`config.mk`:
```
export PLATFORM = sky130hd
export DESIGN_NAME = hdmi_pattern_gen
export DESIGN_NICKNAME = d
export VERILOG_FILES = /design/src/rtl/hdmi_pkg.sv /design/src/rtl/hdmi_pattern_lane.sv /design/src/rtl/hdmi_pattern_gen.sv
export SDC_FILE = /design/constraint.sdc
export NUM_CORES = 1
export LEC_CHECK = 0
export ABC_AREA = 1
export CAP_MARGIN = 0
export CORE_AREA = 2 2 90 92
export DETAILED_ROUTE_END_ITERATION = 8
export DIE_AREA = 0 0 92 94
export HOLD_SLACK_MARGIN = 0.15
export PLACE_DENSITY = 0.77
export SYNTH_ARGS = -nofsm -noshare
export SYNTH_HDL_FRONTEND = slang
export SYNTH_SLANG_ARGS = --single-unit
export TNS_END_PERCENT = 20
```
`constraint.sdc`:
```
create_clock -name clk -period 2.5 [get_ports clk]
set_input_delay 0.375 -clock clk [delete_from_list [all_inputs] [get_ports clk]]
set_output_delay 0.375 -clock clk [all_outputs]
set_load 0.02 [all_outputs]
```
`src/rtl/hdmi_pkg.sv`:
```
// -----------------------------------------------------------------------------
// hdmi_pkg
// Shared types and default timing for the HDMI-style pattern source and for
// the codec benches that consume its stream.
//   h_state_t / v_state_t : horizontal / vertical phase of the raster
//   pattern_t             : test pattern selector
//   pixel_t               : one 8-bit Y/Cr/Cb component
//   DEF_*                 : default timing (2160x1200, 2 pixels per clock)
// -----------------------------------------------------------------------------
package hdmi_pkg;

  typedef logic [7:0] pixel_t;

  typedef enum logic [1:0] {H_SYNC, H_BP, H_ACT, H_FP} h_state_t;
  typedef enum logic [1:0] {V_SYNC, V_BP, V_ACT, V_FP} v_state_t;
  typedef enum logic [1:0] {PAT_RAMP, PAT_CHECKER, PAT_VRAMP, PAT_FLAT} pattern_t;

  localparam int DEF_N                 = 2;
  localparam int DEF_X_RES             = 2160;
  localparam int DEF_Y_RES             = 1200;
  localparam int DEF_H_SYNC_CYC        = 20;
  localparam int DEF_H_BACK_PORCH_CYC  = 46;
  localparam int DEF_H_FRONT_PORCH_CYC = 40;
  localparam int DEF_V_SYNC_CYC        = 2;
  localparam int DEF_V_BACK_PORCH_CYC  = 24;
  localparam int DEF_V_FRONT_PORCH_CYC = 28;

  // Checkerboard levels are video-range black/white; chroma sits at neutral.
  localparam pixel_t CHECK_LO   = 8'd16;
  localparam pixel_t CHECK_HI   = 8'd235;
  localparam pixel_t CHROMA_MID = 8'd128;

  function automatic int max4(input int a, input int b, input int c, input int d);
    int m;
    m = a;
    if (b > m) m = b;
    if (c > m) m = c;
    if (d > m) m = d;
    return m;
  endfunction

endpackage

```
`src/rtl/hdmi_pattern_lane.sv`:
```
// -----------------------------------------------------------------------------
// hdmi_pattern_lane
// Combinational pixel generator for one lane.
//   pattern   : latched pattern of the current frame
//   col       : low byte of the absolute column of this lane
//   row       : low byte of the active row
//   frame_cnt : frame counter shown by the flat pattern
//   y/cr/cb   : generated components
// -----------------------------------------------------------------------------
module hdmi_pattern_lane
  import hdmi_pkg::*;
(
  input  pattern_t   pattern,
  input  logic [7:0] col,
  input  logic [7:0] row,
  input  pixel_t     frame_cnt,
  output pixel_t     y,
  output pixel_t     cr,
  output pixel_t     cb
);

  always_comb begin
    // NOTE: defaults first, so no branch leaves an output unassigned (no latch).
    y  = '0;
    cr = '0;
    cb = '0;
    case (pattern)
      PAT_RAMP: begin
        y  = col;
        cr = col;
        cb = col;
      end
      PAT_CHECKER: begin
        // 8x8 tiles: bit 3 of column and row selects the tile parity.
        y  = (col[3] ^ row[3]) ? CHECK_HI : CHECK_LO;
        cr = CHROMA_MID;
        cb = CHROMA_MID;
      end
      PAT_VRAMP: begin
        y  = row;
        cr = row;
        cb = row;
      end
      PAT_FLAT: begin
        y  = frame_cnt;
        cr = frame_cnt;
        cb = frame_cnt;
      end
      default: ;
    endcase
  end

endmodule

```
`src/rtl/hdmi_pattern_gen.sv`:
```
// -----------------------------------------------------------------------------
// hdmi_pattern_gen
// Frame-accurate HDMI-style video source, N pixels per clock.
//   clk, rst_n           : clock, asynchronous active-low reset
//   en                   : run enable, acted on only at frame boundaries
//   i_pattern_sel        : pattern select, latched when a frame begins
//   o_hdmi_v_sync        : high for whole V_SYNC lines
//   o_hdmi_h_sync        : high during H_SYNC of every line
//   o_hdmi_data_valid    : active pixel cycle (H_ACT and V_ACT)
//   o_hdmi_data_y/cr/cb  : per-lane components, zero when not valid
//   o_frame_start        : pulse on the first h_sync cycle of a frame
// All outputs are registered from the raster state, so they trail the
// state registers by one clock.
// -----------------------------------------------------------------------------
module hdmi_pattern_gen
  import hdmi_pkg::*;
#(
  parameter int N                 = DEF_N,
  parameter int X_RES             = DEF_X_RES,
  parameter int Y_RES             = DEF_Y_RES,
  parameter int H_SYNC_CYC        = DEF_H_SYNC_CYC,
  parameter int H_BACK_PORCH_CYC  = DEF_H_BACK_PORCH_CYC,
  parameter int H_FRONT_PORCH_CYC = DEF_H_FRONT_PORCH_CYC,
  parameter int V_SYNC_CYC        = DEF_V_SYNC_CYC,
  parameter int V_BACK_PORCH_CYC  = DEF_V_BACK_PORCH_CYC,
  parameter int V_FRONT_PORCH_CYC = DEF_V_FRONT_PORCH_CYC
) (
  input  logic             clk,
  input  logic             rst_n,
  input  logic             en,
  input  logic [1:0]       i_pattern_sel,
  output logic             o_hdmi_v_sync,
  output logic             o_hdmi_h_sync,
  output logic             o_hdmi_data_valid,
  output logic [N-1:0][7:0] o_hdmi_data_y,
  output logic [N-1:0][7:0] o_hdmi_data_cr,
  output logic [N-1:0][7:0] o_hdmi_data_cb,
  output logic             o_frame_start
);

  localparam int H_ACT_CYC = X_RES / N;
  localparam int H_MAX = max4(H_SYNC_CYC, H_BACK_PORCH_CYC, H_ACT_CYC, H_FRONT_PORCH_CYC);
  localparam int V_MAX = max4(V_SYNC_CYC, V_BACK_PORCH_CYC, Y_RES, V_FRONT_PORCH_CYC);
  localparam int HW = (H_MAX > 1) ? $clog2(H_MAX) : 1;
  localparam int VW = (V_MAX > 1) ? $clog2(V_MAX) : 1;

  localparam logic [0:0] ST_IDLE = 1'b0;
  localparam logic [0:0] ST_RUN  = 1'b1;

  if (N < 1 || X_RES % (8 * N) != 0) begin : g_bad_x_res
    $error("hdmi_pattern_gen: X_RES must be a nonzero multiple of 8*N");
  end
  if (Y_RES % 8 != 0) begin : g_bad_y_res
    $error("hdmi_pattern_gen: Y_RES must be a multiple of 8");
  end
  if (H_SYNC_CYC < 1 || H_BACK_PORCH_CYC < 1 || H_FRONT_PORCH_CYC < 1 || H_ACT_CYC < 1 ||
      V_SYNC_CYC < 1 || V_BACK_PORCH_CYC < 1 || V_FRONT_PORCH_CYC < 1 || Y_RES < 1)
  begin : g_zero_phase
    $error("hdmi_pattern_gen: every sync, porch and active phase must be nonzero");
  end

  function automatic logic [HW-1:0] h_last_cnt(input h_state_t s);
    case (s)
      H_SYNC:  return HW'(H_SYNC_CYC - 1);
      H_BP:    return HW'(H_BACK_PORCH_CYC - 1);
      H_ACT:   return HW'(H_ACT_CYC - 1);
      default: return HW'(H_FRONT_PORCH_CYC - 1);
    endcase
  endfunction

  function automatic logic [VW-1:0] v_last_cnt(input v_state_t s);
    case (s)
      V_SYNC:  return VW'(V_SYNC_CYC - 1);
      V_BP:    return VW'(V_BACK_PORCH_CYC - 1);
      V_ACT:   return VW'(Y_RES - 1);
      default: return VW'(V_FRONT_PORCH_CYC - 1);
    endcase
  endfunction

  function automatic h_state_t h_next(input h_state_t s);
    case (s)
      H_SYNC:  return H_BP;
      H_BP:    return H_ACT;
      H_ACT:   return H_FP;
      default: return H_SYNC;
    endcase
  endfunction

  function automatic v_state_t v_next(input v_state_t s);
    case (s)
      V_SYNC:  return V_BP;
      V_BP:    return V_ACT;
      V_ACT:   return V_FP;
      default: return V_SYNC;
    endcase
  endfunction

  logic [0:0]  state;
  h_state_t    h_state;
  v_state_t    v_state;
  logic [HW-1:0] h_cnt;
  logic [VW-1:0] v_cnt;
  pattern_t    pattern;
  pixel_t      frame_cnt;
  logic        first_frame_done;

  logic h_last, v_last, line_end, frame_end, frame_begin;
  logic run, valid_d;

  always_comb begin
    h_last      = (h_cnt == h_last_cnt(h_state));
    v_last      = (v_cnt == v_last_cnt(v_state));
    line_end    = h_last && (h_state == H_FP);
    frame_end   = line_end && v_last && (v_state == V_FP);
    // IDLE holds the raster at H_SYNC/V_SYNC, so only the state matters there.
    frame_begin = en && ((state == ST_IDLE) || frame_end);
    run         = (state == ST_RUN);
    valid_d     = run && (h_state == H_ACT) && (v_state == V_ACT);
  end

  always_ff @(posedge clk or negedge rst_n) begin
    if (!rst_n) begin
      state            <= ST_IDLE;
      h_state          <= H_SYNC;
      v_state          <= V_SYNC;
      h_cnt            <= '0;
      v_cnt            <= '0;
      pattern          <= PAT_RAMP;
      frame_cnt        <= '0;
      first_frame_done <= 1'b0;
    end else begin
      // NOTE: non-blocking assignments so every register samples pre-edge values.
      if (state == ST_RUN) begin
        // The raster wraps to H_SYNC/V_SYNC on its own at frame end, which is
        // exactly the parking position IDLE expects.
        if (h_last) begin
          h_cnt   <= '0;
          h_state <= h_next(h_state);
        end else begin
          h_cnt <= h_cnt + 1'b1;
        end
        if (line_end) begin
          if (v_last) begin
            v_cnt   <= '0;
            v_state <= v_next(v_state);
          end else begin
            v_cnt <= v_cnt + 1'b1;
          end
        end
        if (frame_end && !en) state <= ST_IDLE;
      end else if (en) begin
        state <= ST_RUN;
      end

      if (frame_begin) begin
        pattern          <= pattern_t'(i_pattern_sel);
        first_frame_done <= 1'b1;
        if (first_frame_done) frame_cnt <= frame_cnt + 1'b1;
      end
    end
  end

  logic [N-1:0][7:0] lane_y, lane_cr, lane_cb;

  for (genvar k = 0; k < N; k++) begin : g_lane
    hdmi_pattern_lane u_lane (
      .pattern   (pattern),
      .col       (8'(N * int'(h_cnt) + k)),
      .row       (8'(v_cnt)),
      .frame_cnt (frame_cnt),
      .y         (lane_y[k]),
      .cr        (lane_cr[k]),
      .cb        (lane_cb[k])
    );
  end

  always_ff @(posedge clk or negedge rst_n) begin
    if (!rst_n) begin
      o_hdmi_v_sync     <= 1'b0;
      o_hdmi_h_sync     <= 1'b0;
      o_hdmi_data_valid <= 1'b0;
      o_hdmi_data_y     <= '0;
      o_hdmi_data_cr    <= '0;
      o_hdmi_data_cb    <= '0;
      o_frame_start     <= 1'b0;
    end else begin
      o_hdmi_v_sync     <= run && (v_state == V_SYNC);
      o_hdmi_h_sync     <= run && (h_state == H_SYNC);
      o_hdmi_data_valid <= valid_d;
      o_hdmi_data_y     <= valid_d ? lane_y  : '0;
      o_hdmi_data_cr    <= valid_d ? lane_cr : '0;
      o_hdmi_data_cb    <= valid_d ? lane_cb : '0;
      o_frame_start     <= run && (h_state == H_SYNC) && (h_cnt == '0) &&
                           (v_state == V_SYNC) && (v_cnt == '0);
    end
  end

endmodule

```
======== After elaboration in Yosys (flattened, before gate mapping) ========
Index checks and enable logic that the tools add are counted.
storage, ports and cells
  register bits after elaboration ......... 74
  input port bits ......................... 5
cells by class
  add/sub/neg operators ................... 4
  equal/unequal tests ..................... 11
  muxes and demuxes ....................... 17
  bitwise gates (word level) .............. 3
  reduce and logical (&&, ||, !) cells .... 23
operators with widths
  operator                 count
  $pmux W8 S4              4
  $pmux W11 S3             2
  $mux W16                 2
  $add A11 B1 Y11 const B  2
  $eq A11 B11 Y1           2
  $logic_not A11 Y1        2
  $mux W11                 2
  $add A8 B1 Y8 const B    2
  $mux W8                  2
  $eq A2 B2 Y1 const B     6
  $logic_and A1 B1 Y1      12
  $pmux W2 S3              2
  $eq A2 B1 Y1 const B     3
  $logic_not A2 Y1         3
  $reduce_and A2 Y1        3
  $mux W1                  3
  $reduce_and A3 Y1        1
  $xor A1 B1 Y1            2
  $logic_not A1 Y1         1
  $logic_or A1 B1 Y1       1
  $not A1 Y1               1

======== Logic depth before layout (Yosys ltp) ========
  word-level depth ........................ 9
  mapped depth ............................ 13
  depth with buffers taken out ............ 13

======== By module ========
From an unflattened synthesis, not the netlist that was laid out.
unflattened totals
  cells, all modules ...................... 632
  area total of the unflattened synthesis .. 5027.3 µm²
modules (own cells, without submodules)
  module             times used  cells an instance  area each (µm²)  seq. area each (µm²)
  hdmi_pattern_gen   1           478                4186.5           2252.2
  hdmi_pattern_lane  2           77                 420.4            0.0

======== Worst setup path after synthesis ========
No wires, ideal clock.
  kind .................................... reg-to-reg
  from .................................... register h_state[0]
  to ...................................... register v_cnt[8]
  arrival ................................. 1.650 ns
  required time ........................... 2.378 ns
  setup slack ............................. 0.728 ns
  cell stages (with the launch flop) ...... 13
  path buffers ............................ 1
  cells stage by stage .................... dfrtp_1 -> inv_1 -> ha_1 -> inv_1 -> nand2_1 -> nand2_1 -> clkinv_1 -> nand4_2 -> nor3_2 -> nand3_2 -> buf_6 -> nand2_2 -> o21ai_2
between the ends
  cells in the longest elaborated chain, start to end .. 5
  elaborated cells on any way between the ends .. 8
ends and longest elaborated chain
  what                                        RTL line                 RTL
  from (decl)                                 hdmi_pattern_gen.sv:99   h_state_t h_state;
  from (signal assigned)                      hdmi_pattern_gen.sv:138  h_state <= h_next(h_state);
  $eq A2 B2 Y1, or another cell as far along  hdmi_pattern_gen.sv:63   case (s)
  $pmux W11 S3                                hdmi_pattern_gen.sv:63
  $eq A11 B11 Y1                              hdmi_pattern_gen.sv:111  h_last = (h_cnt == h_last_cnt(h_state));
  $logic_and A1 B1 Y1 *                       hdmi_pattern_gen.sv:113  line_end = h_last && (h_state == H_FP);
  $reduce_and A2 Y1 (no source line) *        n/a
  to (signal assigned)                        hdmi_pattern_gen.sv:147  v_cnt <= v_cnt + 1'b1;
  to (decl)                                   hdmi_pattern_gen.sv:102  logic [VW-1:0] v_cnt;
Mark *: on every way between the ends. The rest lies on a longest branch, timed or not.
A chain may end at the register's enable or synchronous reset.

======== Final worst setup path ========
  from .................................... register v_state[0]
  to ...................................... register frame_cnt[6]
between the ends
  cells in the longest elaborated chain, start to end .. 8
  elaborated cells on any way between the ends .. 11
ends and longest elaborated chain
  what                                        RTL line                 RTL
  from (decl)                                 hdmi_pattern_gen.sv:100  v_state_t v_state;
  from (signal assigned)                      hdmi_pattern_gen.sv:145  v_state <= v_next(v_state);
  $eq A2 B2 Y1, or another cell as far along  hdmi_pattern_gen.sv:72   case (s)
  $pmux W11 S3                                hdmi_pattern_gen.sv:72
  $eq A11 B11 Y1                              hdmi_pattern_gen.sv:112  v_last = (v_cnt == v_last_cnt(v_state));
  $logic_and A1 B1 Y1                         hdmi_pattern_gen.sv:114  frame_end = line_end && v_last && (v_state == V_FP);
  $logic_and A1 B1 Y1 *                       hdmi_pattern_gen.sv:114
  $logic_or A1 B1 Y1 *                        hdmi_pattern_gen.sv:116  frame_begin = en && ((state == ST_IDLE) || frame_end);
  $logic_and A1 B1 Y1 *                       hdmi_pattern_gen.sv:116
  $reduce_and A2 Y1 (no source line) *        n/a
  to (signal assigned)                        hdmi_pattern_gen.sv:158  if (first_frame_done) frame_cnt <= frame_cnt + 1'b1;
  to (decl)                                   hdmi_pattern_gen.sv:104  pixel_t frame_cnt;
Marked as above.

==> qor.yml <==
crit_path_cell_trace: "inv_1 > ha_1 > nor2_4 > xor2_2 > nand2_1 > nor2_2 > nand3_2 > nand2_4 > nand3_2 > nand2_1 > nand2_1"
crit_family: "simple AND/OR/NAND/NOR gates"
start_util_pct: 49.1
register_area_um2: 1480
min_period_over_period_pct: 86.1
fin_util_pct: 57.2
avgRoutedWirePerCell_um: 13.7
finClkSkew_ns: 0.0118
critPathArrivalTime_ns: 2.39
drc: 0
antenna_found_initial: 0
yosysUniqueCellTypes: 41
grt_pass1_wl_mm: 13.8
peakVddDrop_mv: 0.244
critPathSlowestCell: "dfrtp_1"
cts_sinks: 59
hpwl_mm: 6.37
die_w_um: 92
slowest_delay_ns: 0.42
grt_max_degree: 25
syn-mean-instance-area_um2: 7.93
maxSlewViolCount: 0
tightest_slew_ns: 0.558
synth_area_um2: 3740
ys_ff_latch: 59
dieArea_um2: 8650
post_dp_cell_area_um2: 4120
cts_made_buffers: 9
ant_nets: 0
fillers: 671
end_kind: "flop"
drive_gt1_share_pct: 12.3
final_cell_area_um2: 4350
grt-ovfl-total: 0
fin_crit_ns: 2.15
criticalPathCategory: "reg2reg"
area_delta_synth_final_pct: 16.4
cts_tree: "built"
syn_nets: 490
crit_buf_inv: 1
cp_common_cell: "nand2_1"
powerDensity_nw_per_um2: 445
maxCapViolations: 0
hold_violations: 0
drtIter0Drc: 177
critPathMaxFanout: 15
nets: 518
status: "complete, no violations"
drtPass1Iterations: 5
cts-root-buf: "clkbuf_8"
num_vias: 3184
worstPathRequired_ns: 2.74
rsz0062_at_grt: "no"
setup_viol: 0
clk_path_buf_depth: 2
core-area_um2: 7610
multi_input_area_um2: 1730
cp-start-kind: "flop"
fmax_mhz: 465
pre_cts_slack_ns: 0.361
cts.repair.resized: 0
rows: 32
syn_inst: 471
clk-insertion-delay-late_ns: 0.35
cellLeakagePower_nw: 2.07
worstHoldPathType: "reg2reg"
slew_headroom_pct: 62.8
seq_area_frac_synth_pct: 39.5
portBuffers: 56
setup-tns-final_ns: 0
n_antenna_cell: 0
synth_warnings: 0
gp_congestion: 0.931
grt_pass1_vias: 2957
ioPinCount: 57
wirelength_mm: 8.31
htreeDepth: 3
path_clk_slew_ns: 0.07
fp.dieH_um: 94
gr-usage-all-layers_pct: 20.4
layout_setup_ws_ns: 0.348
avgViaCountPerCell: 5.25
[path summary, 6_finish.rpt]
kind,startpoint,to,slack (ns),depth (start not counted)
min in group asynchronous,rst_n,o_hdmi_data_y[14]$_DFF_PN0_,0.55,2
max in group asynchronous,rst_n,o_hdmi_data_y[7]$_DFF_PN0_,1.29,3
min reg2reg,frame_cnt[7]$_DFFE_PN0P_,frame_cnt[7]$_DFFE_PN0P_,0.48,2
max,v_state[0]$_DFFE_PN0P_,frame_cnt[6]$_DFFE_PN0P_,0.35,11
max reg2reg,v_state[0]$_DFFE_PN0P_,frame_cnt[6]$_DFFE_PN0P_,0.35,11
min,frame_cnt[7]$_DFFE_PN0P_,frame_cnt[7]$_DFFE_PN0P_,0.48,2
[through the flow]
| stage | hold slack [ns] | total power [mW] | std cells |
|---|---|---|---|
| 3_5_place_dp | 0.392 | 1.00 | 589 |
| 5_1_grt | 0.518 | 2.01 | 606 |
| 2_1_floorplan | 0.0794 | 0.975 | 471 |
| 4_1_cts | 0.483 | 1.95 | 606 |
| 3_3_place_gp | 0.383 | 1.00 | 589 |
| 6_report | 0.484 | 1.94 | 606 |
[worst min-delay path: cells and delay by family (launching register included)]
| family | cells | cell delay (ns) |
|---|---|---|
| AND/OR/NAND/NOR | 2 | 0.10 |
| flip-flops | 1 | 0.35 |
[registers in the layout, indices dropped and copies added, names as in the netlist]
signal	count
frame_cnt	8
o_hdmi_data_cb	9
v_cnt	11
h_cnt	11
h_state	2
o_hdmi_data_valid	1
first_frame_done	1
o_hdmi_data_y	8
o_hdmi_v_sync	1
o_hdmi_h_sync	1
run	1
v_state	2
o_frame_start	1
pattern	2
[cell families after synthesis]
| logic type | share of synthesized area [%] |
|---|---|
| AOI/OAI and AO/OA | 8.24 |
| xor gates and xnor gates | 3.95 |
| adders and majority gates | 4.69 |
| buffers and inverters | 14.3 |
| DFF | 39.5 |
| and+or+nand+nor | 29.3 |
[Yosys cell counts (all sizes together)]
| master | instances | area (µm²) |
|---|---|---|
| xnor2 | 4 | 35.0 |
| o22ai | 2 | 12.5 |
| nand3b | 1 | 7.51 |
| nand3 | 32 | 180 |
| o221ai | 1 | 8.76 |
| a21oi | 6 | 30.0 |
| or2 | 2 | 12.5 |
| and2 | 2 | 12.5 |
| nand2 | 118 | 463 |
| inv | 58 | 220 |
| nor2 | 45 | 186 |
| clkbuf | 3 | 11.3 |
| a211oi | 1 | 7.51 |
| a221oi | 4 | 35.0 |
| ha | 14 | 175 |
| nor4 | 2 | 12.5 |
| clkinv | 1 | 3.75 |
| o21bai | 3 | 22.5 |
| dfrtp | 59 | 1480 |
| a31oi | 2 | 12.5 |
| o21ai | 29 | 179 |
| buf | 39 | 300 |
| xor2 | 12 | 113 |
| nand4 | 17 | 113 |
| nor3 | 14 | 108 |
[per-layer routing]
layer | share of wire (%) | track usage (%)
met2 | 48 | 34.3
met3 | 8.0 | 5.06
met1 | 42 | 24.6
met4 | 2.0 | 9.83
met5 | 0 | 0
[cells in the final DEF (no fill, tap or decap), types with 4 or more instances in the layout]
cell type	instances
nor3_1	9
nor2_2	4
a21oi_1	6
a221oi_1	4
nand3_1	28
ha_1	14
o21ai_0	17
xor2_1	11
nand2_2	5
clkdlybuf4s50_1	55
dfrtp_1	59
clkbuf_8	9
nor2_1	40
nand4_1	16
xnor2_1	4
nand3_2	4
inv_1	47
inv_2	10
o21ai_2	9
nand2_1	112
[layout make-up]
cell class,count,share of cell area (%)
multi-input cells,311,39.7
flip-flops and latches,59,33.9
repair buffers,59,13.3
inverters,59,5.15
well taps,102,2.93
clock buffers,9,2.85
clock inverters,7,2.10
[power breakdown]
part | leakage [nW] | internal, mW | total (mW) | switching (mW)
sequential | 0.784 | 0.954 | 0.954 | 0
combinational | 1.18 | 0.00790 | 0.0307 | 0.0228
clock | 0.109 | 0.558 | 0.952 | 0.394
total | 2.07 | 1.52 | 1.94 | 0.417
[what timing repair did]
action / 4_1_cts / 5_1_grt
endpoints found under the hold margin: 22 / 0
setup endpoints to repair: 0 / 0
setup buffers: 0 / 0
hold buffers: 1 / 0
No activity file was read; power rests on OpenSTA's default activity.
